## src/rtl/load_store_unit.sv

```systemverilog
// Load/store unit: accepts one decoded load/store request, runs a single
// request/grant/response transaction on the data-memory bus, and returns
// extended load data with a one-cycle completion and writeback pulse.
module load_store_unit #(
   parameter int unsigned TIMEOUT_CYCLES = 16,
   parameter int unsigned CNT_W          = 8
) (
   input  logic        clk_i,
   input  logic        rst_n_i,
   input  logic        req_valid_i,
   output logic        req_ready_o,
   input  logic        load_en_i,
   input  logic        store_en_i,
   input  logic [2:0]  funct3_i,
   input  logic [31:0] rs1_data_i,
   input  logic [11:0] imm_i,
   input  logic [31:0] store_data_i,
   output logic        mem_req_o,
   output logic        mem_we_o,
   output logic [31:0] mem_addr_o,
   output logic [3:0]  mem_be_o,
   output logic [31:0] mem_wdata_o,
   input  logic        mem_gnt_i,
   input  logic        mem_rvalid_i,
   input  logic [31:0] mem_rdata_i,
   output logic [31:0] load_data_o,
   output logic        done_o,
   output logic        wb_en_o,
   output logic        err_o
);

   localparam logic [1:0] IDLE      = 2'd0;
   localparam logic [1:0] REQ       = 2'd1;
   localparam logic [1:0] WAIT_RESP = 2'd2;

   localparam logic [CNT_W-1:0] TIMEOUT_LIM = CNT_W'(TIMEOUT_CYCLES);
   localparam bit               TIMEOUT_ON  = (TIMEOUT_CYCLES != 0);

   logic [1:0]       state;
   logic             is_load;
   logic [2:0]       size_sign;
   logic [1:0]       ea_low;
   logic [CNT_W-1:0] cnt;

   logic [31:0] ea;
   logic        accept;
   logic        req_load;
   logic        f3_legal;
   logic        misaligned;
   logic        req_bad;
   logic [3:0]  be_next;
   logic [31:0] wdata_next;
   logic [7:0]  byte_sel;
   logic [15:0] half_sel;
   logic [31:0] load_ext;

   assign req_ready_o = (state == IDLE);

   // Request decode: effective address, legality, byte enables and lane-replicated write data
   always_comb begin
      ea       = rs1_data_i + {{20{imm_i[11]}}, imm_i};
      req_load = load_en_i;
      accept   = req_valid_i & (state == IDLE) & (load_en_i | store_en_i);

      case (funct3_i)
         3'b000, 3'b001, 3'b010: f3_legal = 1'b1;
         3'b100, 3'b101:         f3_legal = req_load;
         default:                f3_legal = 1'b0;
      endcase

      case (funct3_i[1:0])
         2'b01:   misaligned = ea[0];
         2'b10:   misaligned = (ea[1:0] != 2'b00);
         default: misaligned = 1'b0;
      endcase

      req_bad = ~f3_legal | misaligned;

      case (funct3_i[1:0])
         2'b00: begin
            be_next    = 4'b0001 << ea[1:0];
            wdata_next = {4{store_data_i[7:0]}};
         end
         2'b01: begin
            be_next    = ea[1] ? 4'b1100 : 4'b0011;
            wdata_next = {2{store_data_i[15:0]}};
         end
         default: begin
            be_next    = 4'b1111;
            wdata_next = store_data_i;
         end
      endcase

      if (req_load) wdata_next = '0;
   end

   // Lane selection and sign/zero extension of the returned read word
   always_comb begin
      case (ea_low)
         2'd0:    byte_sel = mem_rdata_i[7:0];
         2'd1:    byte_sel = mem_rdata_i[15:8];
         2'd2:    byte_sel = mem_rdata_i[23:16];
         default: byte_sel = mem_rdata_i[31:24];
      endcase
      half_sel = ea_low[1] ? mem_rdata_i[31:16] : mem_rdata_i[15:0];

      case (size_sign)
         3'b000:  load_ext = {{24{byte_sel[7]}}, byte_sel};
         3'b100:  load_ext = {24'd0, byte_sel};
         3'b001:  load_ext = {{16{half_sel[15]}}, half_sel};
         3'b101:  load_ext = {16'd0, half_sel};
         default: load_ext = mem_rdata_i;
      endcase
   end

   // Transaction FSM, registered bus outputs and completion pulses
   always_ff @(posedge clk_i or negedge rst_n_i) begin
      if (!rst_n_i) begin
         state       <= IDLE;
         is_load     <= 1'b0;
         size_sign   <= '0;
         ea_low      <= '0;
         cnt         <= '0;
         mem_req_o   <= 1'b0;
         mem_we_o    <= 1'b0;
         mem_addr_o  <= '0;
         mem_be_o    <= '0;
         mem_wdata_o <= '0;
         load_data_o <= '0;
         done_o      <= 1'b0;
         err_o       <= 1'b0;
         wb_en_o     <= 1'b0;
      end else begin
         done_o  <= 1'b0;
         err_o   <= 1'b0;
         wb_en_o <= 1'b0;
         case (state)
            IDLE: begin
               if (accept) begin
                  is_load   <= req_load;
                  size_sign <= funct3_i;
                  ea_low    <= ea[1:0];
                  if (req_bad) begin
                     done_o <= 1'b1;
                     err_o  <= 1'b1;
                  end else begin
                     state       <= REQ;
                     mem_req_o   <= 1'b1;
                     mem_we_o    <= ~req_load;
                     mem_addr_o  <= {ea[31:2], 2'b00};
                     mem_be_o    <= be_next;
                     mem_wdata_o <= wdata_next;
                  end
               end
            end
            REQ: begin
               if (mem_gnt_i) begin
                  state     <= WAIT_RESP;
                  mem_req_o <= 1'b0;
                  cnt       <= '0;
               end
            end
            WAIT_RESP: begin
               if (mem_rvalid_i) begin
                  state  <= IDLE;
                  done_o <= 1'b1;
                  if (is_load) begin
                     wb_en_o     <= 1'b1;
                     load_data_o <= load_ext;
                  end
               end else if (TIMEOUT_ON && ((cnt + CNT_W'(1)) == TIMEOUT_LIM)) begin
                  state  <= IDLE;
                  done_o <= 1'b1;
                  err_o  <= 1'b1;
               end else begin
                  cnt <= cnt + CNT_W'(1);
               end
            end
            default: state <= IDLE;
         endcase
      end
   end

endmodule

```

## config.mk

```make
export PLATFORM = sky130hd
export DESIGN_NAME = load_store_unit
export DESIGN_NICKNAME = d
export VERILOG_FILES = /design/src/rtl/load_store_unit.sv
export SDC_FILE = /design/constraint.sdc
export NUM_CORES = 1
export LEC_CHECK = 0
export BUFFER_PORTS_ARGS = -buffer_cell sky130_fd_sc_hd__buf_2
export CAP_MARGIN = 20
export CORE_ASPECT_RATIO = 0.5
export CORE_MARGIN = 1.5
export CORE_UTILIZATION = 52
export CTS_CLUSTER_DIAMETER = 40
export CTS_CLUSTER_SIZE = 8
export DETAILED_ROUTE_END_ITERATION = 16
export PLACE_DENSITY = 0.81
export SLEW_MARGIN = 5
export SYNTH_ARGS = -nofsm -noshare
export SYNTH_HDL_FRONTEND = slang
export SYNTH_SLANG_ARGS = --single-unit
```

## constraint.sdc

```tcl
create_clock -name clk_i -period 2.6 [get_ports clk_i]
set_input_delay 0.39 -clock clk_i [delete_from_list [all_inputs] [get_ports clk_i]]
set_output_delay 0.39 -clock clk_i [all_outputs]
set_load 0.05 [all_outputs]
```

==> summary.md, run 1 <==
| Metric | Value |
|---|---|
| Outcome | finished clean |
| Die height | 86.2 µm |
| Reg2reg start | cnt[0] |
| Slew @ Worst Pin | approximately 640 ps |
| Sw Share | between 40% and 50% |
| Comb pwr share | 50.3% |
| Area Growth Syn to Fin | 34.6% |
| Core box area | 0.0136 mm² |
| Initial core utilization | 53.2% |
| Layout Skew | 9.59 ps |
| Post-placement cell area | between 0.009 and 0.01 mm² |
| CP startpoint kind | input port |
| IO Count | 224 |
| DR DRC count | 0 |
| Setup slack, reg-to-reg | 520 ps |
| Share of cells above drive strength 1 | 30.9% |
| Final min period | between 2000 and 2500 ps |
| Syn Inst Count | 849 |
| Number of synthesized flops with an enable pin | 0 |
| Mapped Avg Cell Area | 8.49 µm² |
| Post-layout instance area | between 0.009 and 0.01 mm² |
| Net switching power | 5.19 mW |
| CTS tree | done |
| Routed wire length | 21,300 µm |
| Drt wl/cell | 16.0 µm |
| P per Cell Area | 1080 mW/mm² |
| RePlAce Congestion | 0.904 |
| R2r worst-path depth | 9 |
| FF-to-FF End | cnt[3] |
| Max-cap violation count | 0 |
| Mapped Area | 0.00721 mm² |
| Worst-Skew Late Latency | 410 ps |
| Final setup viols | 0 |
| RSZ-0062 raised after global routing | false |
| Synth cell types | between 60 and 70 |
| Final hold viol count | 0 |
| Rows | 30 |
| Yosys top cell by area | dfrtp_1 |
| Worst Path Required | ~3000 ps |
| Max Slew Vio Count | 0 |
| Total Die Area | 0.0146 mm² |
| Setup Buffers After CTS | 0 |
| DRC marker count from the first detailed-route iteration | 641 |
| Global-route wire length before repair | 33,800 µm |
| Root Buffer | clkbuf_16 |
| Setup TNS | 0 ps |
| Largest net degree at the start of global routing | 56 |
| Hold path startpoint | mem_gnt_i |
| Max-slew headroom | 57.2% |
| H-tree depth | 4 |
| CP Data Arrival Time | 2790 ps |
| Worst VDD drop | ~0.00052 V |
| Synth area leaders | dfrtp_1, nand2_1, ha_1 |
| Initial antenna violation count | 0 |
| Crit end category | flop |
| Diodes inserted | 0 |
| Hold Crit Depth | 2 |
| Final net count | approximately 1,300 |
| Worst-path fanout max | 3 |
| Sink Count | 119 |
| Clock slew at reported path FFs | 60 ps |
| Hold EP | state[0] |
| YS warnings | 0 |
| All-Layer GR Usage | about 30% |
| Seq/Total Area, Yosys | 41.3% |
| #FFs+latches synth | 119 |
| Num CTS Buffers | 17 |
| Synth async-reset ratio | 100% |
| Setup WS pre-CTS | -229 ps |
| Leakage power | slightly below 5 nW |
| Achievable clock frequency | 408 MHz |
| Vias | 7,451 |
| Clk pwr share | 21.5% |
| Antenna-violating nets left | 0 |
| DP Wirelength | between 15,000 and 20,000 µm |
| Post-synth top area share | approximately two fifths |
| Pint | 5.33 mW |
| Total grt overflow | 0 |
| 1st-pass router iterations | 5 |
| Classification of the worst setup path | input port to flop |
| CTS max path bufs | 2 |
| Final worst setup slack | 148 ps |
| Vias/cell | 5.60 |
| Vias in the first global route | 6,844 |
| Min-Delay Path Class | input port to flop |
| Ys flop type | dfrtp_1 |
| Final worst path period share | between 90% and 100% |
| IO buf count | 221 |
| Sequential Power Share | 28.2% |
| Die X | 169 µm |
[cells in the mapped netlist (3+ instances only)]
cell      number
nor3b_1        3
dfrtp_1      119
o21ai_1       14
a211o_1        3
a21oi_1       83
xor2_1        12
ha_1          35
nand3_1       19
nand4_1        5
inv_1         14
o211ai_1      10
buf_1          4
and3_1         4
nor2b_1        6
o31ai_1       32
o31a_1         6
xnor2_1        6
nor3_1        17
or4_1          3
a22o_1         9
mux2i_1       16
clkbuf_1      45
o21ai_0       75
nand2_1      153
nand2b_1      17
o22ai_1        5
o21a_1        12
and2_1         5
a22oi_1        8
a31oi_1        5
a21o_1        10
nor2_1        50
[registers in the layout, indices dropped and copies added (netlist names)]
signal and flops:
wb_en_o 1, err_o 1, mem_addr_o 30, done_o 1, mem_be_o 4, ea_low 2
mem_req_o 1, size_sign 3, state 2, mem_wdata_o 32, cnt 8, mem_we_o 1
load_data_o 32, is_load 1
[critical path, stage by stage]
cell and delay [ps]:
buf_2 80, ha_1 180, fa_1 200, a21o_1 160, a31oi_1 180, or4_4 530
and4b_4 220, or4_4 480, a211o_1 300, nand3_1 80
[through the flow]
step / instances / total power [mW] / util, % / hold WS [ps]
floorplan: 850 / 6.76 / - / 94.4
global placement: 1297 / 8.14 / 67.3 / 369
detailed placement: 1297 / 8.26 / 67.3 / 379
CTS: 1330 / 10.5 / 71.6 / 183
global route: 1330 / 11.1 / 71.6 / 224
finish: 1330 / 10.5 / 71.6 / 197
[worst max path at each step]
stage	from	to	slack (ps)
5_1_grt	rs1_data_i[0]	mem_addr_o[30]	50
6_report	rs1_data_i[0]	mem_addr_o[30]	150
3_5_place_dp	rs1_data_i[0]	mem_addr_o[30]	-230
3_3_place_gp	rs1_data_i[0]	mem_addr_o[30]	-180
2_1_floorplan	imm_i[9]	mem_addr_o[30]	-60
4_1_cts	rs1_data_i[0]	mem_addr_o[30]	170
[placed cells by master, fill, tap and decap left out, types with 17 or more instances in the layout]
| master | synthesis | final |
|---|---|---|
| buf_2 | 1 | 220 |
| o31ai_1 | 32 | 32 |
| nand3_1 | 19 | 19 |
| dfrtp_1 | 119 | 119 |
| buf_4 | 2 | 81 |
| o21ai_0 | 75 | 75 |
| nor2_1 | 50 | 50 |
| a21oi_1 | 83 | 83 |
| nand2b_1 | 17 | 17 |
| clkbuf_16 | 0 | 17 |
| ha_1 | 35 | 33 |
| nor3_1 | 17 | 17 |
| nand2_1 | 153 | 152 |
[cell families (layout without fill, tap and decap cells)]
kind of cell / after synthesis / after routing / share of synthesized area [%]
AOI/OAI and AO/OA: 291 / 291 / 24.8
xor gates and xnor gates: 18 / 18 / 2.19
adders and majority gates: 36 / 36 / 6.35
buffers and inverters: 68 / 356 / 3.66
DFF: 119 / 119 / 41.3
muxes: 18 / 18 / 2.69
other: 1 / 2 / 0.0520
and+or+nand+nor: 298 / 298 / 18.9
[per-layer routing]
layer	vias up	global-route usage [%]	wire length (µm)
met4	0	14.6	789
met3	65	5.25	1280
li1	3610	-	-
met2	318	48.7	9960
met1	3458	38.1	9260
met5	-	0	0
[layout make-up]
cell class	instances	area, µm²
Clock buffer	18	429
Clock inverter	14	135
Fill cell	1073	3850
Inverter	16	60.1
Multi-Input combinational cell	663	4020
Sequential cell	119	2980
Tap cell	192	240
Timing Repair Buffer	308	1840
[what timing repair did]
item,CTS,global route
endpoints found under the setup margin,0,0
gates resized for setup,0,0
hold endpoints to repair,31,0
hold buffers,1,0
[power by group through the flow]
stage | Sequential [mW] | Clock, mW | Combinational, mW
final | 2.96 | 2.26 | 5.29
after CTS | 2.96 | 2.29 | 5.29
after detailed placement | 2.98 | 0 | 5.27
after floorplan | 5.32 | 0 | 1.45
after global placement | 2.96 | 0 | 5.18
after global routing | 3.06 | 2.38 | 5.63
(Power assumes the default switching activity.)
==> run 2: changes to the inputs <==
- CORE_ASPECT_RATIO: 0.5 -> 0.8
- SLEW_MARGIN: 5 -> 20
==> run 2 against run 1 <==
Global-route usage rose by 0.94 points; total power rose by 1.4%; critical path type unchanged; highest routed layer unchanged; largest cell class unchanged; sequential share of layout area fell by 0.14 points; register-to-register slack improved by 30 ps; clock skew rose by 10 ps.
==> summary.md, run 2 (synthesis gave the netlist of run 1 again) <==
| Metric | Value |
|---|---|
| Outcome | finished clean |
| Routed wire length | between 20,000 and 25,000 µm |
| Num CTS Buffers | 17 |
| Area Growth Syn to Fin | 35.2% |
| Worst path most repeated cell | or4_4 |
| Hold path startpoint | mem_gnt_i |
| Crit end category | flop |
| Total grt overflow | 0 |
| Final min period | between 2000 and 2500 ps |
| Worst-path fanout max | 3 |
| Root Buffer | clkbuf_16 |
| Initial antenna violation count | 0 |
| Max incr delay on CP | roughly 550 ps |
| IO Count | 224 |
| CP Data Arrival Time | ~2800 ps |
| Die X | between 100 and 150 µm |
| Worst VDD drop | 0.000857 V |
| CTS tree | done |
| Worst-Skew Late Latency | 420 ps |
| Power Total | approximately 11 mW |
| Vias/cell | 5.69 |
| DRC marker count from the first detailed-route iteration | ~530 |
| Rows | 38 |
| Drt wl/cell | between 15 and 20 µm |
| Layout Cells excl Fill | 1,318 |
| Final setup viols | 0 |
| CP Buf/Inv Count | 1 |
| Slew @ Worst Pin | 696 ps |
| Sink Count | around 120 |
| Regs by FF count | load_data_o x32, mem_wdata_o x32, mem_addr_o x30 |
| DP Wirelength | about 16,000 µm |
| CTS max path bufs | 2 |
| All-Layer GR Usage | 30.4% |
| Initial core utilization | 53.2% |
| Vias in the first global route | 6,979 |
| Final worst path period share | 94.5% |
| Crit path cell chain | buf_2 -> ha_1 -> fa_1 -> a21o_1 -> a31oi_1 -> or4_4 -> and4b_4 -> or4_4 -> a211o_1 -> nand3_1 |
| Leakage power | 4.84 nW |
| Top delay family on crit path | simple AND/OR/NAND/NOR gates |
| Filler Cell Count | 1,104 |
| Setup crit start | rs1_data_i[0] |
| Reg2reg start | ea_low[1] |
| Final net count | 1,279 |
| Vias | 7,499 |
| Max Slew Vio Count | 0 |
| RePlAce Congestion | about 0.93 |
| Most common cell after layout, fill and taps aside | buf_2 |
| Total Die Area | 0.0146 mm² |
| Largest net degree at the start of global routing | between 50 and 60 |
| Classification of the worst setup path | input port to flop |
| Max-cap violation count | 0 |
| Layout Skew | 19.6 ps |
| Worst Path Required | 2940 ps |
| IO buf count | 221 |
| Diodes inserted | 0 |
| H-tree depth | 4 |
| 1st-pass router iterations | 6 |
| Share of cells above drive strength 1 | 31.2% |
| Final hold viol count | 0 |
| Min-Delay Path Class | input port to flop |
| Global-route wire length before repair | 34,700 µm |
| Setup TNS | 0 ps |
| CP startpoint kind | input port |
| Most frequent cells in the layout | buf_2, nand2_1, dfrtp_1 |
| Max-slew headroom | ~54% |
| P per Cell Area | 1090 mW/mm² |
| DR DRC count | 0 |
| Slowest cell on the critical path | or4_4 |
| Die height | about 110 µm |
| Achievable clock frequency | 407 MHz |
| Core box area | between 0.01 and 0.015 mm² |
| Antenna-violating nets left | 0 |
| Clock slew at reported path FFs | 60 ps |
| Placed Cells incl. Taps | 1,285 |
==> run 2: path summary, 6_finish.rpt <==
| path | to | slack [ps] | cells past startpoint |
|---|---|---|---|
| min in group asynchronous | mem_addr_o[26] | 510 | 2 |
| hold reg to reg | mem_wdata_o[20] | 470 | 2 |
| setup reg to reg | load_data_o[9] | 550 | 7 |
| hold / removal | state[0] | 170 | 2 |
| max in group asynchronous | mem_addr_o[29] | 1270 | 3 |
| setup / recovery | mem_addr_o[30] | 140 | 10 |
==> run 2: worst reg2reg max path: stages (launching register included) <==
cell,delay [ps]
dfrtp_1,400
mux4_2,330
nor3b_1,330
nor2b_1,540
a21oi_1,80
nor2_1,110
a21oi_1,60
o21ai_1,140
==> run 2: stage by stage <==
step                      cell area [µm²]  util (%)  worst slack, ps  hold WS, ps
after CTS                            9740      71.9              147          172
after floorplan                      7260         -            -60.8         94.4
after global placement               9120      67.3             -187          413
after global routing                 9740      71.9            -12.7          193
after detailed placement             9120      67.3             -243          415
final                                9740      71.9              144          170
==> run 2: where the power goes <==
part | switching (mW) | internal (mW)
registers | 0.422 | 2.56
logic | 3.89 | 1.37
clock network | 0.909 | 1.51
==> run 2: final cells by class <==
| cell class | instances | area [µm²] | area share, % |
|---|---|---|---|
| sequential | 119 | 2980 | 30.6 |
| tap | 180 | 225 | 2.31 |
| inverter | 16 | 60.1 | 0.616 |
| clock inverter | 15 | 180 | 1.85 |
| multi-input combinational | 663 | 4020 | 41.3 |
| timing repair buffer | 308 | 1850 | 19.0 |
| clock buffer | 17 | 425 | 4.37 |
==> run 2: timing repair <==
item | in CTS | in global routing
hold endpoints to repair | 37 | 0
hold buffers | 1 | 0
resized for setup | 0 | 1
setup endpoints to repair | 0 | 1
setup buffers | 0 | 0
==> run 2: layer usage <==
layer | GRT usage (%) | vias up | share of wire (%) | wire (µm)
met5 | 0 | - | 0 | 0
met4 | 7.76 | 0 | 1.4 | 314
met3 | 6.94 | 28 | 8.0 | 1740
met2 | 49.5 | 308 | 46 | 10100
met1 | 41.5 | 3547 | 44 | 9690
li1 | - | 3616 | - | -
